===== config.mk =====
export PLATFORM = sky130hd
export DESIGN_NAME = sd_card_fsm
export DESIGN_NICKNAME = d
export VERILOG_FILES = /design/src/rtl/sd_card_fsm.sv
export SDC_FILE = /design/constraint.sdc
export NUM_CORES = 1
export LEC_CHECK = 0
export CORE_AREA = 4 4 111 113
export DETAILED_ROUTE_END_ITERATION = 12
export DIE_AREA = 0 0 115 117
export HOLD_SLACK_MARGIN = 0.02
export MAX_ROUTING_LAYER = met4
export PLACE_DENSITY = 0.84
export SLEW_MARGIN = 40
export SYNTH_ARGS = -nofsm -noshare
export SYNTH_HDL_FRONTEND = slang
export SYNTH_SLANG_ARGS = --single-unit

===== constraint.sdc =====
create_clock -name iclk -period 4.8 [get_ports iclk]
set_input_delay 0.72 -clock iclk [delete_from_list [all_inputs] [get_ports iclk]]
set_output_delay 0.72 -clock iclk [all_outputs]
set_load 0.005 [all_outputs]

===== src/rtl/sd_card_fsm.sv =====
// sd_card_fsm: card-side SD command responder used as a card emulator for host loopback bring-up.
// Optional macro SD_CARD_CRC_CHECK_EN rejects command frames whose CRC7 failed.
module sd_card_fsm #(
   parameter int unsigned  NCR         = 2,
   parameter logic [15:0]  RCA         = 16'h1234,
   parameter int unsigned  BUSY_ACMD41 = 3,
   parameter logic [19:0]  MAX_ADDR    = 20'hFFFFF,
   parameter logic [119:0] CID         = 120'h0,
   parameter logic [119:0] CSD         = 120'h0
) (
   input  logic         iclk,
   input  logic         irst,
   input  logic         icmd_valid,
   input  logic [5:0]   icmd_index,
   input  logic [31:0]  icmd_arg,
   input  logic         icmd_crc_ok,
   input  logic         idata_done,
   output logic         oresp_valid,
   output logic         oresp_long,
   output logic [119:0] oresp,
   output logic [3:0]   ocard_state,
   output logic         ostart_read,
   output logic         ostart_write,
   output logic         ostop,
   output logic [19:0]  oaddr,
   output logic         obusy
);
   localparam int unsigned WAIT_W = 7;
   localparam int unsigned A41_W  = 8;

   typedef enum logic [3:0] {
      ST_IDLE  = 4'd0, ST_READY = 4'd1, ST_IDENT = 4'd2, ST_STBY = 4'd3, ST_TRAN = 4'd4,
      ST_DATA  = 4'd5, ST_RCV   = 4'd6, ST_PRG   = 4'd7, ST_INA  = 4'd8
   } state_t;

   state_t              state, cmd_state, final_state;
   logic                app, err_crc, err_ill;
   logic [A41_W-1:0]    a41_cnt;
   logic                pending, pend_long;
   logic [WAIT_W-1:0]   wait_cnt;
   logic [119:0]        pend_resp;

   logic        cmd_seen, crc_drop, take, legal, r1, has_resp, resp_long, app_nxt;
   logic        oor, rd, wr, stp, card_rst, a41_inc, pwr_up, rca_match, in_range;
   logic [19:0] blk;
   logic [31:0] status;
   logic [119:0] resp;
   logic        unused_bits;

   assign unused_bits = ^{icmd_arg[11:8], icmd_crc_ok};
   assign ocard_state = state;

   // Command decode against the registered state; R1 status reflects the post-command state.
   always_comb begin
      blk       = icmd_arg[31:12];
      rca_match = (icmd_arg[31:16] == RCA);
      in_range  = (blk <= MAX_ADDR);
      pwr_up    = (32'(a41_cnt) >= BUSY_ACMD41);
      cmd_seen  = icmd_valid && !pending && (state != ST_INA);
      crc_drop  = 1'b0;
`ifdef SD_CARD_CRC_CHECK_EN
      crc_drop  = cmd_seen && !icmd_crc_ok;
`endif
      take      = cmd_seen && !crc_drop;
      cmd_state = state;
      legal     = 1'b0;
      r1        = 1'b0;
      has_resp  = 1'b0;
      resp_long = 1'b0;
      resp      = '0;
      app_nxt   = 1'b0;
      oor       = 1'b0;
      rd        = 1'b0;
      wr        = 1'b0;
      stp       = 1'b0;
      card_rst  = 1'b0;
      a41_inc   = 1'b0;
      if (take) begin
         case (icmd_index)
            6'd0: begin legal = 1'b1; card_rst = 1'b1; cmd_state = ST_IDLE; end
            6'd8: if (state == ST_IDLE) begin
               legal = 1'b1; has_resp = 1'b1;
               resp  = {82'b0, 6'd8, 20'h0, 4'h1, icmd_arg[7:0]};
            end
            6'd55: begin legal = 1'b1; r1 = 1'b1; app_nxt = rca_match || (state <= ST_IDENT); end
            6'd41: if (app && state == ST_IDLE) begin
               legal = 1'b1; has_resp = 1'b1; a41_inc = 1'b1;
               resp  = {82'b0, 6'h3F, pwr_up, 9'b0, 2'b11, 20'b0};
               cmd_state = pwr_up ? ST_READY : ST_IDLE;
            end
            6'd2: if (state == ST_READY) begin
               legal = 1'b1; has_resp = 1'b1; resp_long = 1'b1; resp = CID; cmd_state = ST_IDENT;
            end
            6'd3: if (state == ST_IDENT) begin
               legal = 1'b1; has_resp = 1'b1; resp = {82'b0, 6'd3, RCA, 16'h0500}; cmd_state = ST_STBY;
            end
            6'd9: if (state == ST_STBY && rca_match) begin
               legal = 1'b1; has_resp = 1'b1; resp_long = 1'b1; resp = CSD;
            end
            6'd7: if (state == ST_STBY && rca_match) begin
               legal = 1'b1; r1 = 1'b1; cmd_state = ST_TRAN;
            end else if (state == ST_TRAN && !rca_match) begin
               legal = 1'b1; r1 = 1'b1; cmd_state = ST_STBY;
            end
            6'd6, 6'd23: if (app && state == ST_TRAN) begin legal = 1'b1; r1 = 1'b1; end
            6'd18, 6'd25: if (state == ST_TRAN) begin
               legal = 1'b1; r1 = 1'b1;
               if (!in_range) oor = 1'b1;
               else if (icmd_index == 6'd18) begin rd = 1'b1; cmd_state = ST_DATA; end
               else begin wr = 1'b1; cmd_state = ST_RCV; end
            end
            6'd12: if (state == ST_DATA || state == ST_RCV) begin
               legal = 1'b1; r1 = 1'b1; stp = 1'b1;
               cmd_state = (state == ST_DATA) ? ST_TRAN : ST_PRG;
            end
            6'd13: if (rca_match && state >= ST_STBY && state <= ST_PRG) begin legal = 1'b1; r1 = 1'b1; end
            6'd15: if (rca_match && state >= ST_STBY && state <= ST_PRG) begin
               legal = 1'b1; cmd_state = ST_INA;
            end
            default: ;
         endcase
      end
      status = {oor, 7'b0, err_crc, err_ill, 9'b0, cmd_state, (cmd_state != ST_PRG), 2'b0, app_nxt, 5'b0};
      if (r1) begin
         has_resp = 1'b1;
         resp     = {82'b0, icmd_index, status};
      end
      // A coincident data-done still completes programming once the command has seen prg.
      final_state = (state == ST_PRG && idata_done && cmd_state == ST_PRG) ? ST_TRAN : cmd_state;
   end

   always_ff @(posedge iclk or posedge irst) begin
      if (irst) begin
         state        <= ST_IDLE;
         app          <= 1'b0;
         err_crc      <= 1'b0;
         err_ill      <= 1'b0;
         a41_cnt      <= '0;
         pending      <= 1'b0;
         wait_cnt     <= '0;
         pend_resp    <= '0;
         pend_long    <= 1'b0;
         oresp_valid  <= 1'b0;
         oresp_long   <= 1'b0;
         oresp        <= '0;
         ostart_read  <= 1'b0;
         ostart_write <= 1'b0;
         ostop        <= 1'b0;
         oaddr        <= '0;
         obusy        <= 1'b0;
      end else begin
         state        <= final_state;
         obusy        <= (final_state == ST_PRG);
         ostart_read  <= rd;
         ostart_write <= wr;
         ostop        <= stp;
         oresp_valid  <= 1'b0;
         if (crc_drop) err_crc <= 1'b1;
         if (take) begin
            if (!legal) err_ill <= 1'b1;
            else        app     <= app_nxt;
            if (card_rst || r1) begin
               err_crc <= 1'b0;
               err_ill <= 1'b0;
            end
            if (card_rst)     a41_cnt <= '0;
            else if (a41_inc) a41_cnt <= a41_cnt + 1'b1;
            if (rd || wr) oaddr <= blk;
            if (has_resp) begin
               pending   <= 1'b1;
               wait_cnt  <= WAIT_W'(NCR - 1);
               pend_resp <= resp;
               pend_long <= resp_long;
            end
         end else if (pending) begin
            if (wait_cnt == WAIT_W'(1)) begin
               pending     <= 1'b0;
               oresp_valid <= 1'b1;
               oresp       <= pend_resp;
               oresp_long  <= pend_long;
            end else begin
               wait_cnt <= wait_cnt - 1'b1;
            end
         end
      end
   end
endmodule


==> metrics.cfg <==
[power_and_ir_drop]
p_clk_frac = 0.446
p_switching_uw = 419
p_comb_frac = 0.063
p_per_area_nw_per_um2 = 255
seq_power_share = 0.491
swShare = 0.257
p_leak_uw = 0.00303
vdd_ir_drop_max_v = 0.000158
intPower_uw = 1210

[critical_path]
critPathBufInv = 1
critPathMaxStageDelay_ps = 850
cp.required_ps = 5010
path_cells = clkdlybuf4s50_1 > or3b_1 > a211oi_4 > a21oi_2 > a21oi_4 > o31a_2 > or2_1 > o211ai_1
cp_top_family = compound AO/OA/AOI/OAI gates
worstPathMaxFanout = 15
worst_setup_path_start_kind = input pin
crit_arrival_ps = 3630
critical_path_class = in2reg
slowest_stage = clkdlybuf4s50_1
crit_path_end_kind = flop

[job]
maxCapViolCount = 0

[timing]
rsz0062_at_grt = false
setup_viol = 0
finalHoldViolations = 0
period_share = 0.712
setup_tns_ps = 0
final.setup_skew_ps = 7.88
period_needed_ps = 3420
relSlewSlack = 0.457
setup_slack_ps = 1380
worstMarginPinSlew_ps = 806
fmax_mhz = 293
maxSlewViolCount = 0

[die]
ios = 193
die_h_um = 117
rows = 39
coreArea_sq_um = 11300
start_util = 0.483
die_area_sq_um = 13500
die_x_um = 115

[clock_tree]
htree_num_levels = 3
cts_root_buffer = clkbuf_16
clk_pin_slew_worst_paths_ps = 80
postCtsSetupBuffers = 0
holdBufCountCts = 0
cts_resized = 0
clock_latency_ps = 350
clk_path_buf_depth = 2
cts_buffers = 9
cts_sinks = 95
cts_tree = done

[synth]
synth.avg_cell_area_sq_um = 9.95
postSynth.asyncResetShare = 1.00
ys_types = 79
synth_edf_count = 0
ys_seq_area_frac = 0.434
ys.flop_type = dfrtp_1
synth_top_family_by_area = simple AND/OR/NAND/NOR gates
synth_xor_area_frac = 0.0176
synth-compound-area-share = 0.125
ys_ff_latch = 95
yosys_warnings = 0
syn_area_sq_um = 5470
synthCells = 550
synthMuxAreaShare = 0.0489
synthSimpleGateAreaFrac = 0.193
synth_fa_ha_area_frac = 0.00686

[routing]
drc = 0
ant_nets = 0
drt-vias-per-instance = 5.14
drt-total-wl_um = 12500
vias = 4006
drt_iter0_markers = 323
post_drt_wl_per_cell_um = 16.1
drtPass1Iterations = 5

[finish]
multi_input_area_sq_um = 2500
fill_cells = 1007
drive_gt1_frac = 0.110
area_growth_pct = 16.5
stdcell_area_sq_um = 6380
seq_area_sq_um = 2380
fin_util = 0.563
diodes = 0
nNetsFinal = 678

[global_routing]
gr-usage-all-layers = 0.191
overflow = 0
grt_first_pass_wirelength_um = 19800
grt_max_degree = 60
grt_pass1_vias = 3929
use_met2 = 0.313
grt.busiest_layer = met2
antenna_found_initial = 0
use_met3 = 0.0416
grtUsageMet1 = 0.241

[placed_design]
place_ws_ps = 1060
gp_congestion = 0.885
hpwl_um = 9530
dpl_cell_area_sq_um = 6070
port_buffers = 93

[worst_hold_path]
hold_class = reg2reg

[outcome]
status = completed

==> cell families (layout without fill, tap and decap cells) <==
family | after synthesis | count (layout)
flops | 95 | 95
buf+inv | 133 | 127
mux | 24 | 24
simple gates | 197 | 197
compound gates | 86 | 86
xor+xnor | 11 | 11
other cells | 1 | 94
fa+ha+maj | 3 | 3
==> routing by layer <==
layer	vias to the layer above	wire length, um
met5	-	0
met4	0	144
met3	12	910
met2	158	6220
met1	1954	5260
li1	1882	-
==> cell usage after synthesis, types with 7 or more instances <==
cell type,count,share of area
nor2_1,27,0.019
nor4_1,8,0.0091
clkbuf_1,7,0.0048
nor3_1,12,0.011
o21ai_0,19,0.017
buf_4,99,0.14
nand3_1,14,0.013
a22o_1,11,0.018
nand4_1,7,0.0080
inv_1,13,0.0089
nand2_1,81,0.056
xor2_1,7,0.011
a21oi_1,7,0.0064
dfrtp_1,95,0.43
mux2_2,22,0.045
==> power by group through the flow <==
stage / clock [uW] / combinational (uW) / sequential [uW]
floorplan: 0 / 110 / 816
global placement: 0 / 98.5 / 816
detailed placement: 0 / 101 / 815
CTS: 738 / 101 / 799
global route: 778 / 115 / 799
finish: 726 / 102 / 800
==> state kept, by name, indices dropped and copies added, names as in the netlist <==
register,count
oresp,23
pend_long,1
oresp_valid,1
ocard_state,4
pending,1
obusy,1
ostart_read,1
app,1
ostop,1
oresp_long,1
ostart_write,1
err_ill,1
oaddr,20
a41_cnt,8
wait_cnt,7
pend_resp,23
==> worst reg2reg max path, stage by stage, from the launching register on <==
cell     delay (ps)
dfrtp_1         590
inv_1           130
o41ai_2         740
a21o_1          200
nor2_1           90
a32o_1          380
or3b_1          380
o32a_1          280
==> placed cells by master (no fill, tap or decap), drive strengths merged, types with 4 or more instances in the layout <==
| cell | count |
|---|---|
| xnor2 | 4 |
| nor2b | 6 |
| or4 | 4 |
| buf | 4 |
| xor2 | 7 |
| nand4 | 8 |
| and3 | 6 |
| nor3 | 12 |
| clkdlybuf4s50 | 93 |
| conb | 94 |
| clkbuf | 9 |
| o211ai | 6 |
| a21o | 4 |
| nand2 | 82 |
| and2 | 6 |
| o21ai | 22 |
| mux2 | 22 |
| nor2 | 29 |
| a22o | 11 |
| a21oi | 9 |
| dfrtp | 95 |
| clkinv | 5 |
| o31a | 4 |
| nand3 | 14 |
| nor4 | 9 |
| inv | 16 |
==> path summary, 6_finish.rpt <==
check | slack (ps) | cells past startpoint | end | from
min reg2reg | 480 | 2 | oresp[0]$_DFFE_PP0P_ | pend_resp[0]$_DFFE_PP0P_
min | 480 | 2 | oresp[0]$_DFFE_PP0P_ | pend_resp[0]$_DFFE_PP0P_
min in group asynchronous | 760 | 2 | oresp[31]$_DFFE_PP0P_ | irst
max in group asynchronous | 3170 | 3 | oresp[10]$_DFFE_PP0P_ | irst
max | 1380 | 8 | pend_resp[32]$_DFFE_PP0P_ | icmd_index[1]
max reg2reg | 1890 | 7 | pend_resp[8]$_DFFE_PP0P_ | ocard_state[3]$_DFF_PP0_
==> stage by stage <==
stage | power [uW] | instances | hold slack (ps)
2_1_floorplan | 925 | 643 | 439
3_3_place_gp | 914 | 764 | 448
3_5_place_dp | 916 | 764 | 462
4_1_cts | 1640 | 780 | 480
5_1_grt | 1690 | 780 | 497
6_report | 1630 | 780 | 478
==> cell type report <==
type / count / share of cell area
Multi-Input combinational cell: 415 / 0.391
Inverter: 14 / 0.00902
Timing Repair Buffer: 97 / 0.151
Clock inverter: 7 / 0.0128
Sequential cell: 95 / 0.373
Tap cell: 143 / 0.0281
Clock buffer: 9 / 0.0353
(Power assumes the default switching activity.)
